`src/rtl/sram_mem_responder_pkg.sv`:
```
// -----------------------------------------------------------------------------
// sram_mem_responder_pkg
// Shared definitions for the MEM-stage SRAM responder: FSM state encodings,
// default address map / SRAM geometry, and the byte-address to word-index
// helper used when a request is accepted.
// -----------------------------------------------------------------------------
package sram_mem_responder_pkg;

    // Default address map and SRAM geometry
    localparam int SMR_BASE_ADDR = 1024;   // byte address mapped to SRAM word 0
    localparam int SMR_SRAM_AW   = 18;     // half-word address width
    localparam int SMR_SRAM_WAIT = 2;      // cycles per half-word phase

    // FSM state encodings
    localparam logic [2:0] ST_IDLE  = 3'd0;
    localparam logic [2:0] ST_WR_LO = 3'd1;
    localparam logic [2:0] ST_WR_HI = 3'd2;
    localparam logic [2:0] ST_RD_LO = 3'd3;
    localparam logic [2:0] ST_RD_HI = 3'd4;
    localparam logic [2:0] ST_DONE  = 3'd5;

    // 32-bit word index of a byte address relative to the SRAM base.
    // Out-of-range addresses simply wrap once the caller truncates the result.
    function automatic logic [31:0] word_index(input logic [31:0] byte_addr,
                                               input logic [31:0] base_addr);
        return (byte_addr - base_addr) >> 2;
    endfunction

endpackage

```
`src/rtl/sram_mem_responder.sv`:
```
// -----------------------------------------------------------------------------
// sram_mem_responder
// Memory-side responder for the MEM stage. Accepts a 32-bit load or store,
// serves it over a 16-bit asynchronous SRAM as two half-word phases (low half
// first), and returns load data plus a ready flag. The core holds the request
// and freezes its pipeline while ready is low.
//
// Ports
//   clk          in   rising-edge clock
//   rst          in   asynchronous active-low reset
//   MEM_R_EN     in   load request (held until ready)
//   MEM_W_EN     in   store request (held until ready); wins over a load
//   addr         in   32-bit byte address
//   wdata        in   32-bit store data
//   rdata        out  32-bit load data, held until the next load completes
//   ready        out  high when idle with no request, or in the finishing cycle
//   sram_addr    out  half-word address
//   sram_dq_out  out  write half-word
//   sram_dq_oe   out  DQ drive enable (the board top builds the tri-state:
//                     sram_dq = sram_dq_oe ? sram_dq_out : 16'bz)
//   sram_dq_in   in   read half-word
//   sram_we_n    out  write strobe, active low
//   sram_oe_n    out  output enable, active low
//   sram_ce_n    out  chip enable, active low
// -----------------------------------------------------------------------------
module sram_mem_responder
    import sram_mem_responder_pkg::*;
#(
    parameter int BASE_ADDR = SMR_BASE_ADDR,
    parameter int SRAM_AW   = SMR_SRAM_AW,
    parameter int SRAM_WAIT = SMR_SRAM_WAIT
) (
    input  logic               clk,
    input  logic               rst,
    input  logic               MEM_R_EN,
    input  logic               MEM_W_EN,
    input  logic [31:0]        addr,
    input  logic [31:0]        wdata,
    output logic [31:0]        rdata,
    output logic               ready,
    output logic [SRAM_AW-1:0] sram_addr,
    output logic [15:0]        sram_dq_out,
    output logic               sram_dq_oe,
    input  logic [15:0]        sram_dq_in,
    output logic               sram_we_n,
    output logic               sram_oe_n,
    output logic               sram_ce_n
);

    localparam int CW = (SRAM_WAIT > 1) ? $clog2(SRAM_WAIT) : 1;
    localparam int WW = SRAM_AW - 1;
    localparam logic [CW-1:0] CNT_LAST = CW'(SRAM_WAIT - 1);

    logic [2:0]         r_state;
    logic [CW-1:0]      r_cnt;
    logic [WW-1:0]      r_word;
    logic [31:0]        r_wdata;
    logic [31:0]        r_rdata;
    logic [SRAM_AW-1:0] r_sram_addr;
    logic [15:0]        r_dq_out;
    logic               r_dq_oe;
    logic               r_we_n;
    logic               r_oe_n;
    logic               r_ce_n;

    logic [2:0]         w_state_nxt;
    logic [CW-1:0]      w_cnt_nxt;
    logic [WW-1:0]      w_word_nxt;
    logic [31:0]        w_wdata_nxt;
    logic [WW-1:0]      w_req_word;
    logic               w_last;
    logic [SRAM_AW-1:0] w_addr_nxt;
    logic [15:0]        w_dq_nxt;
    logic               w_dq_oe_nxt;
    logic               w_we_n_nxt;
    logic               w_oe_n_nxt;
    logic               w_ce_n_nxt;
    logic               w_ready;

    assign w_req_word = WW'(word_index(addr, 32'(BASE_ADDR)));
    assign w_last     = (r_cnt == CNT_LAST);

    // Next-state, phase counter and request-operand capture
    always_comb begin
        w_state_nxt = r_state;
        w_cnt_nxt   = r_cnt;
        w_word_nxt  = r_word;
        w_wdata_nxt = r_wdata;
        case (r_state)
            ST_IDLE: begin
                w_cnt_nxt = {CW{1'b0}};
                // Operands are frozen here so the core may change them mid-flight
                if (MEM_W_EN) begin
                    w_state_nxt = ST_WR_LO;
                    w_word_nxt  = w_req_word;
                    w_wdata_nxt = wdata;
                end else if (MEM_R_EN) begin
                    w_state_nxt = ST_RD_LO;
                    w_word_nxt  = w_req_word;
                    w_wdata_nxt = wdata;
                end else begin
                    w_state_nxt = ST_IDLE;
                end
            end
            ST_WR_LO, ST_WR_HI, ST_RD_LO, ST_RD_HI: begin
                if (w_last) begin
                    w_cnt_nxt = {CW{1'b0}};
                    case (r_state)
                        ST_WR_LO: w_state_nxt = ST_WR_HI;
                        ST_RD_LO: w_state_nxt = ST_RD_HI;
                        default:  w_state_nxt = ST_DONE;
                    endcase
                end else begin
                    w_cnt_nxt = r_cnt + CW'(1);
                end
            end
            ST_DONE: begin
                w_state_nxt = ST_IDLE;
                w_cnt_nxt   = {CW{1'b0}};
            end
            default: begin
                w_state_nxt = ST_IDLE;
                w_cnt_nxt   = {CW{1'b0}};
            end
        endcase
    end

    // SRAM bus values for the coming cycle, decoded from the next state so the
    // registered bus lines up exactly with each phase
    always_comb begin
        w_addr_nxt  = r_sram_addr;
        w_dq_nxt    = r_dq_out;
        w_dq_oe_nxt = 1'b0;
        w_we_n_nxt  = 1'b1;
        w_oe_n_nxt  = 1'b1;
        w_ce_n_nxt  = 1'b1;
        case (w_state_nxt)
            ST_WR_LO: begin
                w_addr_nxt  = {w_word_nxt, 1'b0};
                w_dq_nxt    = w_wdata_nxt[15:0];
                w_dq_oe_nxt = 1'b1;
                w_we_n_nxt  = 1'b0;
                w_ce_n_nxt  = 1'b0;
            end
            ST_WR_HI: begin
                w_addr_nxt  = {w_word_nxt, 1'b1};
                w_dq_nxt    = w_wdata_nxt[31:16];
                w_dq_oe_nxt = 1'b1;
                w_we_n_nxt  = 1'b0;
                w_ce_n_nxt  = 1'b0;
            end
            ST_RD_LO: begin
                w_addr_nxt = {w_word_nxt, 1'b0};
                w_oe_n_nxt = 1'b0;
                w_ce_n_nxt = 1'b0;
            end
            ST_RD_HI: begin
                w_addr_nxt = {w_word_nxt, 1'b1};
                w_oe_n_nxt = 1'b0;
                w_ce_n_nxt = 1'b0;
            end
            default: begin
                w_dq_oe_nxt = 1'b0;
            end
        endcase
    end

    // Ready: idle with nothing asked, or the single finishing cycle
    always_comb begin
        w_ready = 1'b0;
        case (r_state)
            ST_IDLE: w_ready = ~(MEM_R_EN | MEM_W_EN);
            ST_DONE: w_ready = 1'b1;
            default: w_ready = 1'b0;
        endcase
    end

    // FSM state, counter and latched operands
    always_ff @(posedge clk or negedge rst) begin
        if (!rst) begin
            r_state <= ST_IDLE;
            r_cnt   <= {CW{1'b0}};
            r_word  <= {WW{1'b0}};
            r_wdata <= 32'h0000_0000;
        end else begin
            r_state <= w_state_nxt;
            r_cnt   <= w_cnt_nxt;
            r_word  <= w_word_nxt;
            r_wdata <= w_wdata_nxt;
        end
    end

    // Registered SRAM bus
    always_ff @(posedge clk or negedge rst) begin
        if (!rst) begin
            r_sram_addr <= {SRAM_AW{1'b0}};
            r_dq_out    <= 16'h0000;
            r_dq_oe     <= 1'b0;
            r_we_n      <= 1'b1;
            r_oe_n      <= 1'b1;
            r_ce_n      <= 1'b1;
        end else begin
            r_sram_addr <= w_addr_nxt;
            r_dq_out    <= w_dq_nxt;
            r_dq_oe     <= w_dq_oe_nxt;
            r_we_n      <= w_we_n_nxt;
            r_oe_n      <= w_oe_n_nxt;
            r_ce_n      <= w_ce_n_nxt;
        end
    end

    // Load data capture on the last cycle of each read phase, when the
    // asynchronous SRAM output has had the full phase to settle
    always_ff @(posedge clk or negedge rst) begin
        if (!rst) begin
            r_rdata <= 32'h0000_0000;
        end else if ((r_state == ST_RD_LO) && w_last) begin
            r_rdata[15:0] <= sram_dq_in;
        end else if ((r_state == ST_RD_HI) && w_last) begin
            r_rdata[31:16] <= sram_dq_in;
        end else begin
            r_rdata <= r_rdata;
        end
    end

    assign rdata       = r_rdata;
    assign ready       = w_ready;
    assign sram_addr   = r_sram_addr;
    assign sram_dq_out = r_dq_out;
    assign sram_dq_oe  = r_dq_oe;
    assign sram_we_n   = r_we_n;
    assign sram_oe_n   = r_oe_n;
    assign sram_ce_n   = r_ce_n;

endmodule

```
`config.mk`:
```
export PLATFORM = sky130hd
export DESIGN_NAME = sram_mem_responder
export DESIGN_NICKNAME = d
export VERILOG_FILES = /design/src/rtl/sram_mem_responder_pkg.sv /design/src/rtl/sram_mem_responder.sv
export SDC_FILE = /design/constraint.sdc
export NUM_CORES = 1
export LEC_CHECK = 0
export BUFFER_PORTS_ARGS = -buffer_cell sky130_fd_sc_hd__buf_4
export CORE_MARGIN = 1.5
export CORE_UTILIZATION = 46
export DETAILED_ROUTE_END_ITERATION = 12
export HOLD_SLACK_MARGIN = 0.15
export PLACE_DENSITY = 0.79
export SETUP_SLACK_MARGIN = 0.2
export SKIP_LAST_GASP = 1
export SLEW_MARGIN = 20
export SYNTH_ARGS = -nofsm -noshare
export SYNTH_HDL_FRONTEND = slang
export SYNTH_SLANG_ARGS = --single-unit
```
`constraint.sdc`:
```
create_clock -name clk -period 2 [get_ports clk]
set_input_delay 0.2 -clock clk [delete_from_list [all_inputs] [get_ports clk]]
set_output_delay 0.2 -clock clk [all_outputs]
set_load 0.005 [all_outputs]
```
==> results.cfg, run 1 <==
[detailed_routing]
avgRoutedWirePerCell_um = 16.8
highest_layer = met4
via_per_inst = 5.12
antenna_left = 0
wl_met1_um = 5020
wl_um = 12700
dr_total_vias = 3877
drc = 0
drt_iter0_drc = 148
route.met3.wl_um = 646
drt_pre_antenna_iters = 4
wl_met2_um = 6850

[logic_synthesis]
synthesis.area_mm2 = 0.00506
synth-xor-area-share_pct = 0.519
synth_seq_area_share_pct = 60.9
syn_area_per_cell_um2 = 13.4
synth-simple-area-share_pct = 5.29
synth_fa_ha_area_share_pct = 0.247
synth_top_family_by_area = multiplexers
synth_compound_area_share_pct = 7.37
synth-async-reset-ratio_pct = 100
synthFlopType = dfrtp_1
yosysUniqueCellTypes = 46
syn_inst = 377
ys_ff_latch = 123
synth_nets = 462
muxShareOfSynthArea_pct = 19.9
synth_edf_count = 0
yosys_warnings = 0

[die]
die_x_um = 108
start_util_pct = 46.9
core_region_area_mm2 = 0.0108
die_h_um = 108
std_cell_rows = 38
ios = 155
die_area_mm2 = 0.0116

[placed_design]
dp_hpwl_um = 7540
place_area_mm2 = 0.00633
port-buffer-count = 139
place_congestion = 0.863

[sta]
finalSetupViolCount = 0
clock_skew_ns = 0.0136
worst_slew_pin_slew_ns = 0.672
max_freq_ghz = 0.520
slew_violations = 0
rsz0062_at_grt = true
hold_violations = 0
maxSlewHeadroom_pct = 55.2
period_share_pct = 96.2
holdWs_ns = 0.177
period_needed_ns = 1.92

[power_and_ir_drop]
combPwrFrac_pct = 42.5
vdd_drop_max_v = 0.000936
p_int_uw = 9120
switching_power_uw = 4040
p_leak_uw = 0.00367
seq_power_share_pct = 33.6
power_uw = 13200
swShare_pct = 30.7
pwr-share-clk_pct = 23.9
power_density_mw_per_mm2 = 1690

[setup_path]
critPathMaxFanout = 9
cpPeakStageDelay_ns = 0.40
setup.worst_path.class = reg -> reg
cp.arrival_ns = 2.31
required_ns = 2.39
critPathSlowestCell = dfrtp_1
worst-r2r-cell-count = 7
worstPathCellList = buf_4 -> o21bai_1 -> a21o_1 -> inv_4 -> a221o_2 -> clkbuf_16 -> mux2_4
worst-r2r-setup-slack_ns = 0.08
endpoint_kind = register
cp-start-kind = register

[final_layout]
finish.utilization_pct = 72.3
finalNetCount = 691
drive_gt1_share_pct = 44.1
finalInstanceArea_mm2 = 0.00780
area_growth_pct = 54.2
final_cell_mix = 150 x buf_4, 120 x dfrtp_1, 71 x dlygate4sd3_1
num_antenna_cells = 0
final_common_cell = buf_4
fillCellCount = 699

[grt]
first_global_vias = 4120
grt_pass1_wl_um = 20100
grt_start_max_net_pins = 50
grt_usage_pct = 22.7
gr-total-overflow = 0
antenna_found_initial = 0

[worst_hold_path]
hold_class = in -> reg
hold_depth = 4

[clock_tree]
cts_max_level = 4
insertion_delay_ns = 0.51
cts_tree = done
cts_made_buffers = 17
cts_root_buffer = clkbuf_8
clk_path_buf_depth = 2
clock-sinks = 123
clk_pin_slew_ns = 0.06

[status]
run_status = complete, no violations

[run]
cap_violations = 0
==> sequential cells by signal, indices dropped and copies added (netlist names) <==
| signal | flops |
|---|---|
| sram_dq_out | 16 |
| sram_addr | 18 |
| r_wdata | 32 |
| sram_ce_n | 1 |
| r_word | 17 |
| sram_dq_oe | 1 |
| rdata | 32 |
| sram_oe_n | 1 |
| sram_we_n | 1 |
| r_state | 3 |
| r_cnt | 1 |
==> final timing paths <==
kind                                     end  startpoint
worst max-delay path            sram_addr[8]  r_state[0]
worst min-delay path               sram_oe_n    MEM_W_EN
worst max register to register  sram_addr[8]  r_state[0]
worst min register to register    r_wdata[9]  r_wdata[9]
max in group asynchronous          sram_oe_n         rst
min in group asynchronous       sram_addr[2]         rst
==> cells in the mapped netlist (2+ instances only) <==
master / instances / area share [%]
inv_1: 35 / 2.6
nor3_1: 3 / 0.30
dfrtp_1: 120 / 59
a31oi_1: 4 / 0.49
dfstp_2: 3 / 1.6
nor2b_1: 2 / 0.25
mux2_4: 9 / 2.7
buf_2: 7 / 0.69
a22o_1: 2 / 0.35
o221ai_1: 16 / 2.8
a21oi_1: 5 / 0.49
mux2_2: 48 / 11
a211oi_1: 2 / 0.30
and3_1: 2 / 0.25
o21ai_0: 13 / 1.3
buf_1: 2 / 0.15
clkbuf_1: 3 / 0.22
mux2i_1: 33 / 6.5
nand3_1: 3 / 0.30
nand2_1: 20 / 1.5
xnor2_1: 3 / 0.52
buf_6: 7 / 1.6
nand2b_1: 2 / 0.25
or3_1: 5 / 0.62
nor2_1: 7 / 0.52
==> per-stage QoR <==
step	cells	TNS, ns	setup slack (ns)
floorplan	377	0	0.0491
global placement	653	0	0.0488
detailed placement	653	-0.0167	-0.0167
CTS	756	0	0.0953
global route	757	0	0.00445
finish	757	0	0.0751
==> what timing repair did <==
action | CTS | global route
endpoints found under the setup margin | 66 | 66
setup buffers | 2 | 0
gates resized for setup | 4 | 18
hold endpoints to repair | 227 | 0
pin swaps | 2 | 2
hold buffers | 71 | 0
gates cloned | 0 | 1
==> final cells by class <==
| class | instances | area, um^2 | area share [%] |
|---|---|---|---|
| tap | 140 | 175 | 2.24 |
| timing repair buffer | 230 | 2020 | 25.9 |
| multi-input combinational | 197 | 1770 | 22.7 |
| inverter | 37 | 141 | 1.81 |
| clock inverter | 6 | 135 | 1.73 |
| clock buffer | 24 | 480 | 6.16 |
| sequential | 123 | 3080 | 39.5 |
==> cells by family after synthesis <==
family / after synthesis
AO/OA/AOI/OAI: 52
AND/OR/NAND/NOR: 51
XOR/XNOR: 3
flip-flops: 123
adder cells (fa/ha/maj): 1
multiplexers: 90
buffers and inverters: 57
==> power groups by stage <==
stage               logic [uW]  registers, uW  clock network, uW
finish                    5590           4420               3140
global route              6040           4560               3340
CTS                       5310           4370               3210
detailed placement        5050           4380                  0
global placement          4870           4310                  0
floorplan                 3090           4350                  0
==> metal layers <==
layer / vias up / GRT usage [%]
li1: 1774 / -
met1: 1957 / 26.1
met2: 131 / 39.8
met3: 15 / 6.54
met4: 0 / 9.40
met5: - / 0
==> worst max-delay path, delay by kind of cell, from the launching register on <==
family | cells | cell delay [ns]
flip-flops | 1 | 0.40
buffers and inverters | 3 | 0.41
multiplexers | 1 | 0.30
AO/OA/AOI/OAI | 3 | 0.70
(Power assumes the default switching activity.)
==> run 2: changes to the inputs <==
--- a/config.mk
+++ b/config.mk
@@ -5,12 +5,13 @@
 export SDC_FILE = /design/constraint.sdc
 export NUM_CORES = 1
 export LEC_CHECK = 0
+export ABC_AREA = 1
 export BUFFER_PORTS_ARGS = -buffer_cell sky130_fd_sc_hd__buf_4
 export CORE_MARGIN = 1.5
-export CORE_UTILIZATION = 46
+export CORE_UTILIZATION = 47
 export DETAILED_ROUTE_END_ITERATION = 12
 export HOLD_SLACK_MARGIN = 0.15
-export PLACE_DENSITY = 0.79
+export PLACE_DENSITY = 0.8
 export SETUP_SLACK_MARGIN = 0.2
 export SKIP_LAST_GASP = 1
 export SLEW_MARGIN = 20
==> run 2 against run 1 <==
Compared with the run above:
- final cell count grew 33%
- sequential power about the same
- global-route usage grew 3.6 points
- clock power down 7.0%
- combinational power rose by 44%
- highest routed layer unchanged
- sequential share of layout area fell by 1.7 points
- core utilization is 2.6 points higher
- count of clock-buffer cells in the layout is 3 lower
- fmax grew 6.9%
- die area grew 2.0%
==> results.cfg, run 2 <==
[status]
run_status = complete, no violations

[logic_synthesis]
syn_inst = 611
synth.most_common_cell = nand2_1
synth_common_cells = 271 x nand2_1, 120 x dfrtp_1, 43 x o21ai_0
synth_seq_area_share_pct = 58.4
syn_area_per_cell_um2 = 8.64
synth_edf_count = 0
yosys.area.top_type = dfrtp_1
synthFlopType = dfrtp_1
synth_nets = 696
synth_top_area_share_pct = 56.9
netlist_top_cells_area = dfrtp_1 57%, nand2_1 19%, o21ai_0 4.1%, nand4_1 4.0%, nand3_1 3.9%
ys_ff_latch = 123
synthesis.area_mm2 = 0.00528
yosysUniqueCellTypes = 26
synth-async-reset-ratio_pct = 100
yosys_warnings = 0

[final_layout]
num_antenna_cells = 0
finalNetCount = 939
final_cell_mix = 268 x nand2_1, 175 x buf_4, 117 x dfrtp_1
multi_input_area_mm2 = 0.00197
fillCellCount = 721
finish.utilization_pct = 74.9
final_common_cell = nand2_1
drive_gt1_share_pct = 28.7
area_growth_pct = 54.5
register_area_mm2 = 0.00309

[placed_design]
port-buffer-count = 139
place_congestion = 0.866
dp_hpwl_um = 9000
pre_cts_ws_ns = 0.00355

[setup_path]
critical_path_buf_inv_count = 5
cpMostUsedCell = buf_4
endpoint_kind = register
crit_start = r_state[0]
cpPeakStageDelay_ns = 0.47
cpLargestDelayFamily = buffers and inverters
reg2reg_to = sram_addr[12]
worstPathCellList = nor2_4 -> buf_4 -> nand2_2 -> buf_4 -> nand2_1 -> buf_4 -> o21ai_4 -> buf_4 -> buf_12 -> nand3_1 -> nand2_1
required_ns = 2.39
worst-r2r-setup-slack_ns = 0.20
cp.depth = 11
cp.arrival_ns = 2.19
setup.worst_path.class = reg -> reg
critPathSlowestCell = dfrtp_2
critPathMaxFanout = 18
reg2reg_from = r_state[0]
cp-start-kind = register
worst-r2r-cell-count = 11
crit_end = sram_addr[12]

[die]
core_region_area_mm2 = 0.0109
die_area_mm2 = 0.0119
std_cell_rows = 38
die_x_um = 109
ios = 155
start_util_pct = 48.5
die_h_um = 109

[sta]
period_needed_ns = 1.80
max_freq_ghz = 0.555
clock_skew_ns = 0.00985
period_share_pct = 90.1
hold_violations = 0
maxSlewHeadroom_pct = 68.0
setup_ws_ns = 0.199
finalSetupViolCount = 0
holdWs_ns = 0.173
worst_slew_pin_slew_ns = 0.480
slew_violations = 0
rsz0062_at_grt = true
timing.setup.tns_ns = 0

[run]
cap_violations = 0

[power_and_ir_drop]
pwr-share-clk_pct = 19.0
vdd_drop_max_v = 0.00104
power_density_mw_per_mm2 = 1890
swShare_pct = 40.8
combPwrFrac_pct = 52.3
p_int_uw = 9100
switching_power_uw = 6280
seq_power_share_pct = 28.8
p_leak_uw = 0.00436

[detailed_routing]
drt_pre_antenna_iters = 5
antenna_left = 0
dr_total_vias = 5349
avgRoutedWirePerCell_um = 16.0
drt_iter0_drc = 444
drc = 0
via_per_inst = 5.31
wl_um = 16100

[grt]
grt_usage_pct = 26.4
grt_start_max_net_pins = 49
gr-total-overflow = 0
first_global_vias = 5215
grt_pass1_wl_um = 24300
antenna_found_initial = 0

[worst_hold_path]
hold_class = in -> reg

[clock_tree]
insertion_delay_ns = 0.51
cts_root_buffer = clkbuf_8
cts_made_buffers = 17
clk_pin_slew_ns = 0.06
cts_max_level = 4
clock-sinks = 123
clk_path_buf_depth = 2
cts_tree = done
-- run 2: cell count changes in the layout (fill, tap and decap cells not counted), sizes merged, moves of 32 or more --
cell / change
mux2: -57
o21ai: +32
nand4: +34
mux2i: -33
nand2: +259
nand3: +40
-- run 2: area by class of cell --
cell class / instances / area share (%)
Timing Repair Buffer: 255 / 27.0
Clock buffer: 21 / 5.51
Inverter: 37 / 1.80
Sequential cell: 123 / 37.8
Multi-Input combinational cell: 420 / 24.2
Tap cell: 140 / 2.15
Clock inverter: 11 / 1.47
-- run 2: power by group through the flow --
stage / clock (uW) / sequential (uW) / combinational [uW]
2_1_floorplan: 0 / 4360 / 3990
3_3_place_gp: 0 / 4360 / 5930
3_5_place_dp: 0 / 4410 / 6130
4_1_cts: 2950 / 4380 / 6760
5_1_grt: 3060 / 4530 / 8800
6_report: 2920 / 4430 / 8040
-- run 2: timing repair --
item / CTS / global route
cloned: 1 / 3
resized for setup: 10 / 31
pin swaps: 2 / 11
endpoints found under the setup margin: 38 / 38
hold buffers: 66 / 0
buffers inserted: 11 / 19
hold endpoints to repair: 232 / 0
-- run 2: layer usage --
metal	vias up	GRT usage, %	wire, um
li1	2445	-	-
met1	2568	32.0	6310
met4	0	14.3	673
met2	275	44.7	8160
met3	61	4.60	988
met5	-	0	0
-- run 2: worst min path at each step --
stage,from,end,slack [ns],cells past startpoint
after global placement,rst,rdata[2],0.19,1
after CTS,addr[12],r_word[13],0.16,6
after global routing,MEM_R_EN,r_state[1],0.19,5
final,MEM_R_EN,r_state[1],0.17,5
after floorplan,rst,r_cnt,-0.1,0
after detailed placement,rst,rdata[18],0.19,1
-- run 2: kinds of logic after synthesis --
logic type / synth area share, %
buf+inv: 6.16
fa+ha+maj: 0.237
compound gates: 4.58
xor+xnor: 0.332
flops: 58.4
simple gates: 30.3
-- run 2: through the flow --
| stage | instances | area (um^2) | power [uW] |
|---|---|---|---|
| after CTS | 985 | 7830 | 14100 |
| after global routing | 1007 | 8150 | 16400 |
| after global placement | 875 | 6470 | 10300 |
| final | 1007 | 8150 | 15400 |
| after floorplan | 611 | 5280 | 8350 |
| after detailed placement | 875 | 6470 | 10500 |
-- run 2: worst register-to-register path, cell delays in order (launching register included) --
cell	delay, ns
dfrtp_2	0.47
nor2_4	0.15
buf_4	0.15
nand2_2	0.08
buf_4	0.13
nand2_1	0.07
buf_4	0.13
o21ai_4	0.06
buf_4	0.14
buf_12	0.14
nand3_1	0.08
nand2_1	0.08
